File: config.mk
export PLATFORM = sky130hd
export DESIGN_NAME = sprite_blitter_flat
export DESIGN_NICKNAME = d
export VERILOG_FILES = /design/src/rtl/sprite_blitter_if.sv /design/src/rtl/sprite_blitter.sv /design/src/flat_wrapper.sv
export SDC_FILE = /design/constraint.sdc
export NUM_CORES = 1
export LEC_CHECK = 0
export CORE_UTILIZATION = 55
export DETAILED_ROUTE_END_ITERATION = 16
export PLACE_DENSITY = 0.92
export SLEW_MARGIN = 0
export SYNTH_ARGS = -nofsm -noshare
export SYNTH_HDL_FRONTEND = slang
export SYNTH_SLANG_ARGS = --single-unit
File: constraint.sdc
create_clock -name clk -period 3.81 [get_ports clk]
set_clock_uncertainty 0.15 [all_clocks]
set_input_delay 0.9525 -clock clk [delete_from_list [all_inputs] [get_ports clk]]
set_output_delay 0.9525 -clock clk [all_outputs]
set_load 0.05 [all_outputs]
File: src/rtl/sprite_blitter_if.sv
// ============================================================================
// Module      : sprite_blitter_if
// Description : Bundles the draw command, status, sprite-RAM and VRAM pixel
//               port signals of the sprite blitter.
//               slave  - the blitter's view of the bundle.
//               master - the view of the cpu / memory side.
// Ports (signals):
//   start, x[7], y[6], n[4], i_addr[12], plane_mask[2] : draw command
//   busy, done, collision                               : status to cpu
//   ram_addr[12], ram_dout[8]                           : sprite byte fetch
//   vram_hpos[7], vram_vpos[6], vram_rd[2], vram_wr[2],
//   vram_we                                             : vram pixel port
// Revision    : 1.0 - initial release
// ============================================================================
`default_nettype none

interface sprite_blitter_if;
  logic        start;
  logic [6:0]  x;
  logic [5:0]  y;
  logic [3:0]  n;
  logic [11:0] i_addr;
  logic [1:0]  plane_mask;
  logic        busy;
  logic        done;
  logic        collision;
  logic [11:0] ram_addr;
  logic [7:0]  ram_dout;
  logic [6:0]  vram_hpos;
  logic [5:0]  vram_vpos;
  logic [1:0]  vram_rd;
  logic [1:0]  vram_wr;
  logic        vram_we;

  modport slave (
    input  start, x, y, n, i_addr, plane_mask, ram_dout, vram_rd,
    output busy, done, collision, ram_addr, vram_hpos, vram_vpos,
           vram_wr, vram_we
  );

  modport master (
    output start, x, y, n, i_addr, plane_mask, ram_dout, vram_rd,
    input  busy, done, collision, ram_addr, vram_hpos, vram_vpos,
           vram_wr, vram_we
  );
endinterface

`default_nettype wire

File: src/rtl/sprite_blitter.sv
// ============================================================================
// Module      : sprite_blitter
// Description : DXYN draw engine. Fetches sprite rows from ram and XORs each
//               set bit into the selected bit planes of the 2-bit vram with a
//               read-modify-write, reporting busy, done and collision.
// Ports:
//   clk   - system clock
//   reset - synchronous, active-low reset
//   bus   - sprite_blitter_if.slave (command, status, ram and vram ports)
// Parameters:
//   HRES, VRES - screen size in pixels (powers of two, at most 128 x 64)
//   CLIP       - 1: drop pixels past the right/bottom edge, 0: wrap them
// Revision    : 1.0 - initial release
// ============================================================================
`default_nettype none

module sprite_blitter #(
  parameter int HRES = 128,
  parameter int VRES = 64,
  parameter int CLIP = 1
) (
  input  logic            clk,
  input  logic            reset,
  sprite_blitter_if.slave bus
);

  localparam logic [6:0] C_XMASK = 7'(HRES - 1);
  localparam logic [5:0] C_YMASK = 6'(VRES - 1);

  typedef enum logic [2:0] {
    S_IDLE   = 3'd0,
    S_FADDR  = 3'd1,
    S_FLATCH = 3'd2,
    S_SCAN   = 3'd3,
    S_PREAD  = 3'd4,
    S_PWRITE = 3'd5,
    S_DONE   = 3'd6
  } state_t;

  state_t      state_q;

  // Command latched at start
  logic [6:0]  x0_q;
  logic [5:0]  y0_q;
  logic        wide_q;
  logic [3:0]  last_row_q;
  logic [11:0] base_q;
  logic [1:0]  mask_q;

  // Scan position and row data; left byte lives in [15:8]
  logic [3:0]  row_q;
  logic [3:0]  col_q;
  logic        half_q;
  logic [15:0] shift_q;

  // Registered outputs
  logic        busy_q;
  logic        done_q;
  logic        coll_q;
  logic        we_q;
  logic [1:0]  wr_q;
  logic [11:0] raddr_q;
  logic [6:0]  hpos_q;
  logic [5:0]  vpos_q;

  // Screen column for sprite column col, reduced mod HRES
  function automatic logic [6:0] col_hpos(input logic [3:0] col);
    logic [7:0] sum;
    sum = {1'b0, x0_q} + {4'b0000, col};
    return sum[6:0] & C_XMASK;
  endfunction

  // Screen row for sprite row row, reduced mod VRES
  function automatic logic [5:0] row_vpos(input logic [3:0] row);
    logic [6:0] sum;
    sum = {1'b0, y0_q} + {3'b000, row};
    return sum[5:0] & C_YMASK;
  endfunction

  logic [7:0]  px_sum;
  logic [6:0]  py_sum;
  logic        off_edge;
  logic        bit_set;
  logic        skip_px;
  logic        last_col;
  logic        advance;
  logic [3:0]  row_nxt;
  logic [11:0] row_addr_nxt;

  always_comb begin
    px_sum       = {1'b0, x0_q} + {4'b0000, col_q};
    py_sum       = {1'b0, y0_q} + {3'b000, row_q};
    off_edge     = (px_sum > {1'b0, C_XMASK}) || (py_sum > {1'b0, C_YMASK});
    // Columns are taken MSB first: column c is bit 15-c, i.e. ~c.
    bit_set      = shift_q[~col_q];
    skip_px      = !bit_set || ((CLIP != 0) && off_edge);
    last_col     = wide_q ? (col_q == 4'd15) : (col_q == 4'd7);
    // A column finishes either by being skipped or after its write-back.
    advance      = (state_q == S_PWRITE) || ((state_q == S_SCAN) && skip_px);
    row_nxt      = row_q + 4'd1;
    row_addr_nxt = base_q + (wide_q ? {7'd0, row_nxt, 1'b0} : {8'd0, row_nxt});
  end

  always_ff @(posedge clk) begin
    if (!reset) begin
      state_q    <= S_IDLE;
      x0_q       <= '0;
      y0_q       <= '0;
      wide_q     <= 1'b0;
      last_row_q <= '0;
      base_q     <= '0;
      mask_q     <= '0;
      row_q      <= '0;
      col_q      <= '0;
      half_q     <= 1'b0;
      shift_q    <= '0;
      busy_q     <= 1'b0;
      done_q     <= 1'b0;
      coll_q     <= 1'b0;
      we_q       <= 1'b0;
      wr_q       <= '0;
      raddr_q    <= '0;
      hpos_q     <= '0;
      vpos_q     <= '0;
    end else begin
      case (state_q)
        S_IDLE: begin
          if (bus.start) begin
            x0_q       <= bus.x & C_XMASK;
            y0_q       <= bus.y & C_YMASK;
            wide_q     <= (bus.n == 4'd0);
            last_row_q <= (bus.n == 4'd0) ? 4'd15 : (bus.n - 4'd1);
            base_q     <= bus.i_addr;
            mask_q     <= bus.plane_mask;
            row_q      <= '0;
            half_q     <= 1'b0;
            raddr_q    <= bus.i_addr;
            coll_q     <= 1'b0;
            busy_q     <= 1'b1;
            state_q    <= S_FADDR;
          end
        end
        S_FADDR: state_q <= S_FLATCH;
        S_FLATCH: begin
          if (half_q) shift_q[7:0]  <= bus.ram_dout;
          else        shift_q[15:8] <= bus.ram_dout;
          if (wide_q && !half_q) begin
            half_q  <= 1'b1;
            raddr_q <= raddr_q + 12'd1;
            state_q <= S_FADDR;
          end else begin
            col_q   <= '0;
            hpos_q  <= col_hpos(4'd0);
            vpos_q  <= row_vpos(row_q);
            state_q <= S_SCAN;
          end
        end
        S_SCAN: begin
          if (!skip_px) state_q <= S_PREAD;
        end
        S_PREAD: begin
          wr_q <= bus.vram_rd ^ mask_q;
          if ((bus.vram_rd & mask_q) != 2'b00) coll_q <= 1'b1;
          we_q    <= 1'b1;
          state_q <= S_PWRITE;
        end
        S_PWRITE: we_q <= 1'b0;
        S_DONE: begin
          done_q  <= 1'b0;
          state_q <= S_IDLE;
        end
        default: state_q <= S_IDLE;
      endcase

      // Column/row stepping shared by the skip path and the write-back path;
      // placed after the case so its state assignment takes precedence.
      if (advance) begin
        if (!last_col) begin
          col_q   <= col_q + 4'd1;
          hpos_q  <= col_hpos(col_q + 4'd1);
          state_q <= S_SCAN;
        end else if (row_q != last_row_q) begin
          row_q   <= row_nxt;
          half_q  <= 1'b0;
          raddr_q <= row_addr_nxt;
          state_q <= S_FADDR;
        end else begin
          busy_q  <= 1'b0;
          done_q  <= 1'b1;
          state_q <= S_DONE;
        end
      end
    end
  end

  assign bus.busy      = busy_q;
  assign bus.done      = done_q;
  assign bus.collision = coll_q;
  assign bus.ram_addr  = raddr_q;
  assign bus.vram_hpos = hpos_q;
  assign bus.vram_vpos = vpos_q;
  assign bus.vram_wr   = wr_q;
  assign bus.vram_we   = we_q;

endmodule

`default_nettype wire

File: src/flat_wrapper.sv
// flat-port wrapper written by rule: the top's interface ports become plain ports
module sprite_blitter_flat 
#(
  parameter int HRES = 128,
  parameter int VRES = 64,
  parameter int CLIP = 1
)
  (clk, reset, bus_start, bus_x, bus_y, bus_n, bus_i_addr, bus_plane_mask, bus_ram_dout, bus_vram_rd, bus_busy, bus_done, bus_collision, bus_ram_addr, bus_vram_hpos, bus_vram_vpos, bus_vram_wr, bus_vram_we);
  sprite_blitter_if bus_i ();
  input  logic clk;
  input  logic reset;
  input wire logic [$bits(bus_i.start)-1:0] bus_start;
  input wire logic [$bits(bus_i.x)-1:0] bus_x;
  input wire logic [$bits(bus_i.y)-1:0] bus_y;
  input wire logic [$bits(bus_i.n)-1:0] bus_n;
  input wire logic [$bits(bus_i.i_addr)-1:0] bus_i_addr;
  input wire logic [$bits(bus_i.plane_mask)-1:0] bus_plane_mask;
  input wire logic [$bits(bus_i.ram_dout)-1:0] bus_ram_dout;
  input wire logic [$bits(bus_i.vram_rd)-1:0] bus_vram_rd;
  output wire logic [$bits(bus_i.busy)-1:0] bus_busy;
  output wire logic [$bits(bus_i.done)-1:0] bus_done;
  output wire logic [$bits(bus_i.collision)-1:0] bus_collision;
  output wire logic [$bits(bus_i.ram_addr)-1:0] bus_ram_addr;
  output wire logic [$bits(bus_i.vram_hpos)-1:0] bus_vram_hpos;
  output wire logic [$bits(bus_i.vram_vpos)-1:0] bus_vram_vpos;
  output wire logic [$bits(bus_i.vram_wr)-1:0] bus_vram_wr;
  output wire logic [$bits(bus_i.vram_we)-1:0] bus_vram_we;
  assign bus_i.start = bus_start;
  assign bus_i.x = bus_x;
  assign bus_i.y = bus_y;
  assign bus_i.n = bus_n;
  assign bus_i.i_addr = bus_i_addr;
  assign bus_i.plane_mask = bus_plane_mask;
  assign bus_i.ram_dout = bus_ram_dout;
  assign bus_i.vram_rd = bus_vram_rd;
  assign bus_busy = bus_i.busy;
  assign bus_done = bus_i.done;
  assign bus_collision = bus_i.collision;
  assign bus_ram_addr = bus_i.ram_addr;
  assign bus_vram_hpos = bus_i.vram_hpos;
  assign bus_vram_vpos = bus_i.vram_vpos;
  assign bus_vram_wr = bus_i.vram_wr;
  assign bus_vram_we = bus_i.vram_we;
  sprite_blitter #(.HRES(HRES), .VRES(VRES), .CLIP(CLIP)) u_core (.clk(clk), .reset(reset), .bus(bus_i));
endmodule
== Word-level counts from Yosys, hierarchy flattened ==
Index checks and enable logic that the tools add are counted.
W data, S select, Z words.
Word-level totals
  bits in registers: 91
Cells by class
  add/sub/neg operators: 8
  magnitude comparators: 3
  eq/ne operators: 14
  mux-type cells: 50
  bitwise gates (word level): 5
  reduce and logical (&&, ||, !) cells: 18
Operators with widths (count)
  $mux W12: 5
  $mux W4: 10
  $mux W7: 4
  $pmux W12 S2: 1
  $mux W1: 18
  $pmux W3 S6: 1
  $mux W3: 5
  $add A12 B1 Y12 const B: 1
  $add A12 B12 Y12: 1
  $eq A3 B3 Y1 const B: 3
  $add A4 B1 Y4 const B: 2
  $add A7 B4 Y8: 1
  $gt A8 B7 Y1 const B: 1
  $reduce_and A2 Y1: 4
  $add A6 B4 Y7: 1
  $add A7 B4 Y7: 1
  $gt A7 B6 Y1 const B: 1
  $eq A3 B2 Y1 const B: 2
  $pmux W1 S2: 3
  $reduce_and A3 Y1: 2
  $reduce_bool A2 Y1: 3
  $lt A4 B5 Y1 const B: 1
  $mux W5: 1
  $bmux W1 S4: 1
  19 further kinds: 25

== Logic depth before layout (Yosys ltp) ==
  depth in word-level cells: 9
  depth in mapped cells: 12
  gate-level depth less buffers: 12

== Worst setup path before layout ==
Ideal clock, no wire load.
  kind: register to register
  start: reg u_core.row_q[0]
  end: reg u_core.raddr_q[7] (netlist: u_core.bus.ram_addr[7])
  library setup time: 0.074 ns
  arrival: 2.488 ns
  data required time: 3.586 ns
  path slack: 1.098 ns
  cell stages (with the launch flop): 12
  path buffers: 0
  path through: dfxtp_1 ha_1 nor2b_1 or2_2 mux2_2 ha_1 o21ai_0 or2_2 a21oi_1 nand2_1 xor2_1 o21ai_0
Between the ends
  word-level cells in the longest chain between the ends: 7
RTL lines
  start: declaration: line sprite_blitter.sv:51  | logic [3:0] row_q;
  start signal: assignment: line sprite_blitter.sv:183  | row_q <= row_nxt;
  parallel branches: the longest is 6 deep, another holds $add A12 B12 Y12
  $mux W12 (*): line sprite_blitter.sv:177  | if (advance) begin
  end signal: assignment: line sprite_blitter.sv:137  | raddr_q <= bus.i_addr;
  end signal: assignment: line sprite_blitter.sv:149  | raddr_q <= raddr_q + 12'd1;
  end signal: assignment: line sprite_blitter.sv:185  | raddr_q <= row_addr_nxt;
  end: declaration: line sprite_blitter.sv:62  | logic [11:0] raddr_q;
Mark *: on every way between the ends.
A chain may end at the register's enable or synchronous reset.

== Worst setup path after layout ==
  start: reg u_core.col_q[1]
  end: reg u_core.col_q[3]
Between the ends
  word-level cells in the longest chain between the ends: 8
RTL lines
  start: declaration: line sprite_blitter.sv:52  | logic [3:0] col_q;
  start signal: assignment: line sprite_blitter.sv:179  | col_q <= col_q + 4'd1;
  parallel branches: the longest is 7 deep, another holds $add A7 B4 Y8
  $mux W4 (*): line sprite_blitter.sv:177
Mark *: on every way between the ends. The select of a mux whose other input is x is not followed.

==> summary.md <==
| Metric | Value |
|---|---|
| Hold Crit Depth | `2` |
| DRT iter0 DRCs | `548` |
| MaxCap Viol Count | `0` |
| Area share of the largest cell type after synthesis | `35.4%` |
| Kind of critical path | `reg -> reg` |
| Core area | `8890 um^2` |
| R2R depth | `7` |
| Postcts setup bufs | `0` |
| CP required | `3.95 ns` |
| Layout cells sized above 1 | `6.56%` |
| Post-Syn Area per Cell | `7.98 um^2` |
| Flop pwr share | `46.9%` |
| Port Buffers | `74` |
| Largest family of logic cells by synthesized area | `compound AO/OA/AOI/OAI gates` |
| Seq/Total Area, Yosys | `35.4%` |
| Hold path endpoint | `u_core.bus.vram_vpos[4]` |
| # fillers | `689` |
| Synth cell types | `57` |
| Maximum VDD drop | `298 uV` |
| Initial antenna violation count | `0` |
| Post-DP HPWL | `9670 um` |
| Yosys Warn Count | `0` |
| CP most frequent cell | `a21oi_1` |
| Pre-CTS setup slack | `0.700 ns` |
| Area Growth Syn to Fin | `19.8%` |
| Initial core utilization | `58.0%` |
| Die height | `98.8 um` |
| Cell Chain, Critical Path | `ha_1, a21o_1, a21oi_1, o2111ai_1, o31ai_2, o211ai_1, a21oi_1` |
| Syn_nets | `716` |
| Switching share of total power | `29.0%` |
| CTS buffer count | `9` |
| Critical Path AT | `3.31 ns` |
| Leak Pwr | `2.36 nW` |
| Routed vias | `5119` |
| Mapped Area | `5150 um^2` |
| Clock slew at reported path FFs | `0.09 ns` |
| Worst slew pin tran | `1.15 ns` |
| Switch Pwr | `0.658 mW` |
| Critical R2R Launch | `u_core.col_q[1]` |
| Clock power share | `33.8%` |
| Pwr per Cell Area | `367 nW/um^2` |
| Residual DRC count | `0` |
| Setup ws final | `0.636 ns` |
| Hold WS | `0.308 ns` |
| Crit-path max FO | `17` |
| Die ar. | `9760 um^2` |
| Min Tclk post-route | `3.17 ns` |
| Post-synth EDFFs | `0` |
| Post-Synth Adder-Cell Area | `6.75%` |
| RSZ-0062 raised after global routing | `false` |
| Outcome | `finished, final reports clean` |
| Pwr Total | `2.27 mW` |
| Die X | `98.8 um` |
| Fin crit share | `83.3%` |
| Routed WL | `14000 um` |
| IO Pins | `75` |
| Gpl congestion | `0.925` |
| Worst hold start | `u_core.bus.vram_vpos[4]` |
| R2r setup slk | `0.64 ns` |
| Post-cts sizing count | `0` |
| Setup tns final | `0 ns` |
| Mux contribution to synthesized area | `4.64%` |
| Total gr overflow | `0` |
| Worst hold path type | `reg -> reg` |
| Compound-gate portion of the synthesized area | `23.5%` |
| Simple-Gate Fraction of Synth Area | `21.2%` |
| Clock Tree Buf Depth | `2` |
| Worst reg2reg endpoint | `u_core.col_q[3]` |
| Top post-synthesis cells by area | `dfxtp_1 (35%), nand2_1 (8.9%), a21oi_1 (7.8%)` |
| DRT Pass-1 Iters | `7` |
| CTS H-tree depth | `3` |
| TritonCTS Sinks | `91` |
| Number of hold buffers added after CTS | `0` |
| Nets | `768` |
| Dominant cell type by area after synthesis | `dfxtp_1` |
| Clock latency on the worst-skew pair | `0.36 ns` |
| Synthesized flop and latch total | `91` |
| FP Rows | `34` |
| Final setup violation count | `0` |
| FF+latch area | `1820 um^2` |
| Overall global routing resource usage | `29.7%` |
| Routed length per placed instance | `17.3 um` |
| Placed insts | `795` |
| Worst path slowest cell | `o31ai_2` |
| Antenna diodes | `0` |
| First-pass GRT wire length | `23400 um` |
| Endpoint type of the worst setup path | `register` |
| XOR/XNOR Fraction of Synth Area | `3.91%` |
| Largest net degree at the start of global routing | `41` |
| Max frequency | `315 MHz` |
| CTS tree | `yes` |
| Slowest cell delay on critical path | `1.02 ns` |
| Vias in the first global route | `4973` |
| Synth Instances | `646` |
| Internal power | `1.61 mW` |
| Slew headroom | `22.9%` |
| Startpoint types | `register` |
| Root Driver | `clkbuf_8` |
| DRT antenna net count | `0` |
| Via density | `6.33` |
| Logic pwr share | `19.3%` |
| Asr flop ratio synth | `0%` |
| Area of the multi-input gates | `3100 um^2` |
| Top_reg_cell synth | `dfxtp_1` |
| Fin. max-slew vios | `0` |
| Hold Vio Cnt, Final | `0` |
| Non-Filler Instances | `809` |
-- cell type report --
type	count	area share [%]
multi-input combinational	495	50.2
sequential	91	29.5
timing repair buffer	87	13.6
tap	108	2.19
clock buffer	9	2.01
clock inverter	5	1.68
inverter	14	0.852
-- layout by cell type (no fill, tap or decap), types with 5 or more instances in the layout --
cell | synthesis | layout
inv_1 | 13 | 13
a31oi_1 | 5 | 5
nor2b_1 | 8 | 8
clkdlybuf4s50_1 | 0 | 74
xor2_1 | 12 | 12
a211oi_1 | 10 | 10
dfxtp_1 | 91 | 91
mux2i_1 | 16 | 16
o211ai_1 | 14 | 14
a21o_1 | 10 | 10
o21ai_0 | 22 | 22
nor3_1 | 6 | 6
nand4_1 | 9 | 9
clkbuf_8 | 0 | 9
nor2_1 | 25 | 25
o21ai_1 | 5 | 5
xnor2_1 | 11 | 11
nand2b_1 | 7 | 7
buf_4 | 1 | 13
o311a_1 | 5 | 5
nand3_1 | 30 | 30
a21oi_1 | 80 | 80
ha_1 | 23 | 23
nand2_1 | 122 | 122
o22ai_1 | 9 | 9
and2_1 | 5 | 5
-- worst max-delay path: cells and delay by family (launching register included) --
kind / cells / cell delay [ns]
AO/OA/AOI/OAI: 6 / 2.08
flip-flops: 1 / 0.55
adder cells (fa/ha/maj): 1 / 0.31
-- power groups by stage --
stage                     sequential [mW]  clock [mW]  combinational [mW]
final                                1.06       0.766               0.439
after global routing                 1.07       0.801               0.474
after CTS                            1.06       0.766               0.434
after detailed placement             1.08           0               0.430
after global placement               1.08           0               0.416
after floorplan                      1.13           0               0.222
-- synthesized netlist by cell type, types with 3 or more instances --
cell type / instances
a211oi_1: 10
a21o_1: 10
a21oi_1: 80
a31oi_1: 5
and2_1: 5
and3_1: 4
buf_1: 3
buf_2: 5
clkbuf_1: 36
dfxtp_1: 91
fa_1: 3
ha_1: 23
inv_1: 13
mux2_2: 3
mux2i_1: 16
nand2_1: 122
nand2b_1: 7
nand3_1: 30
nand3b_1: 4
nand4_1: 9
nor2_1: 25
nor2b_1: 8
nor3_1: 6
nor3b_1: 3
nor4_1: 3
o211ai_1: 14
o21ai_0: 22
o21ai_1: 5
o21bai_1: 3
o22a_1: 4
o22ai_1: 9
o311a_1: 5
o31ai_1: 4
or2_2: 4
or3b_2: 3
xnor2_1: 11
xor2_1: 12
-- how the worst max path moves through the flow --
| stage | endpoint | from | cells after the start | slack, ns |
|---|---|---|---|---|
| after floorplan | u_core.bus.ram_addr[7] | u_core.row_q[0] | 11 | 1.10 |
| after global placement | u_core.bus.ram_addr[5] | bus_start | 8 | 0.79 |
| after detailed placement | u_core.bus.ram_addr[5] | bus_start | 8 | 0.70 |
| after CTS | u_core.col_q[3] | u_core.col_q[1] | 7 | 0.70 |
| after global routing | u_core.bus.vram_hpos[4] | u_core.col_q[1] | 7 | 0.38 |
| final | u_core.col_q[3] | u_core.col_q[1] | 7 | 0.64 |
-- cell families after synthesis --
family,count (synthesis)
simple gates,236
mux,21
buf+inv,60
fa+ha+maj,26
xor+xnor,23
flops,91
compound gates,189
-- metal layers --
metal | vias to the layer above | GRT usage (%) | part of all wire [%]
li1 | 2407 | - | -
met5 | - | 0 | 0
met2 | 281 | 50.8 | 48
met1 | 2377 | 37.3 | 40
met3 | 54 | 5.11 | 8.1
met4 | 0 | 11.7 | 3.1
-- flip-flops by register name, summed over array words and instances, names as in the netlist, 2 cells and up --
register and flops:
u_core.base_q 12, u_core.bus.ram_addr 12, u_core.bus.vram_hpos 7, u_core.bus.vram_vpos 6
u_core.bus.vram_wr 2, u_core.col_q 4, u_core.last_row_q 4, u_core.mask_q 2
u_core.row_q 4, u_core.shift_q 16, u_core.state_q 3, u_core.x0_q 7
u_core.y0_q 6
-- through the flow --
step                      area, um^2  utilization [%]
after global placement          5940             66.8
after floorplan                 5150                -
final                           6170             69.4
after global routing            6170             69.4
after detailed placement        5940             66.8
after CTS                       6170             69.4
(Power assumes the default switching activity.)
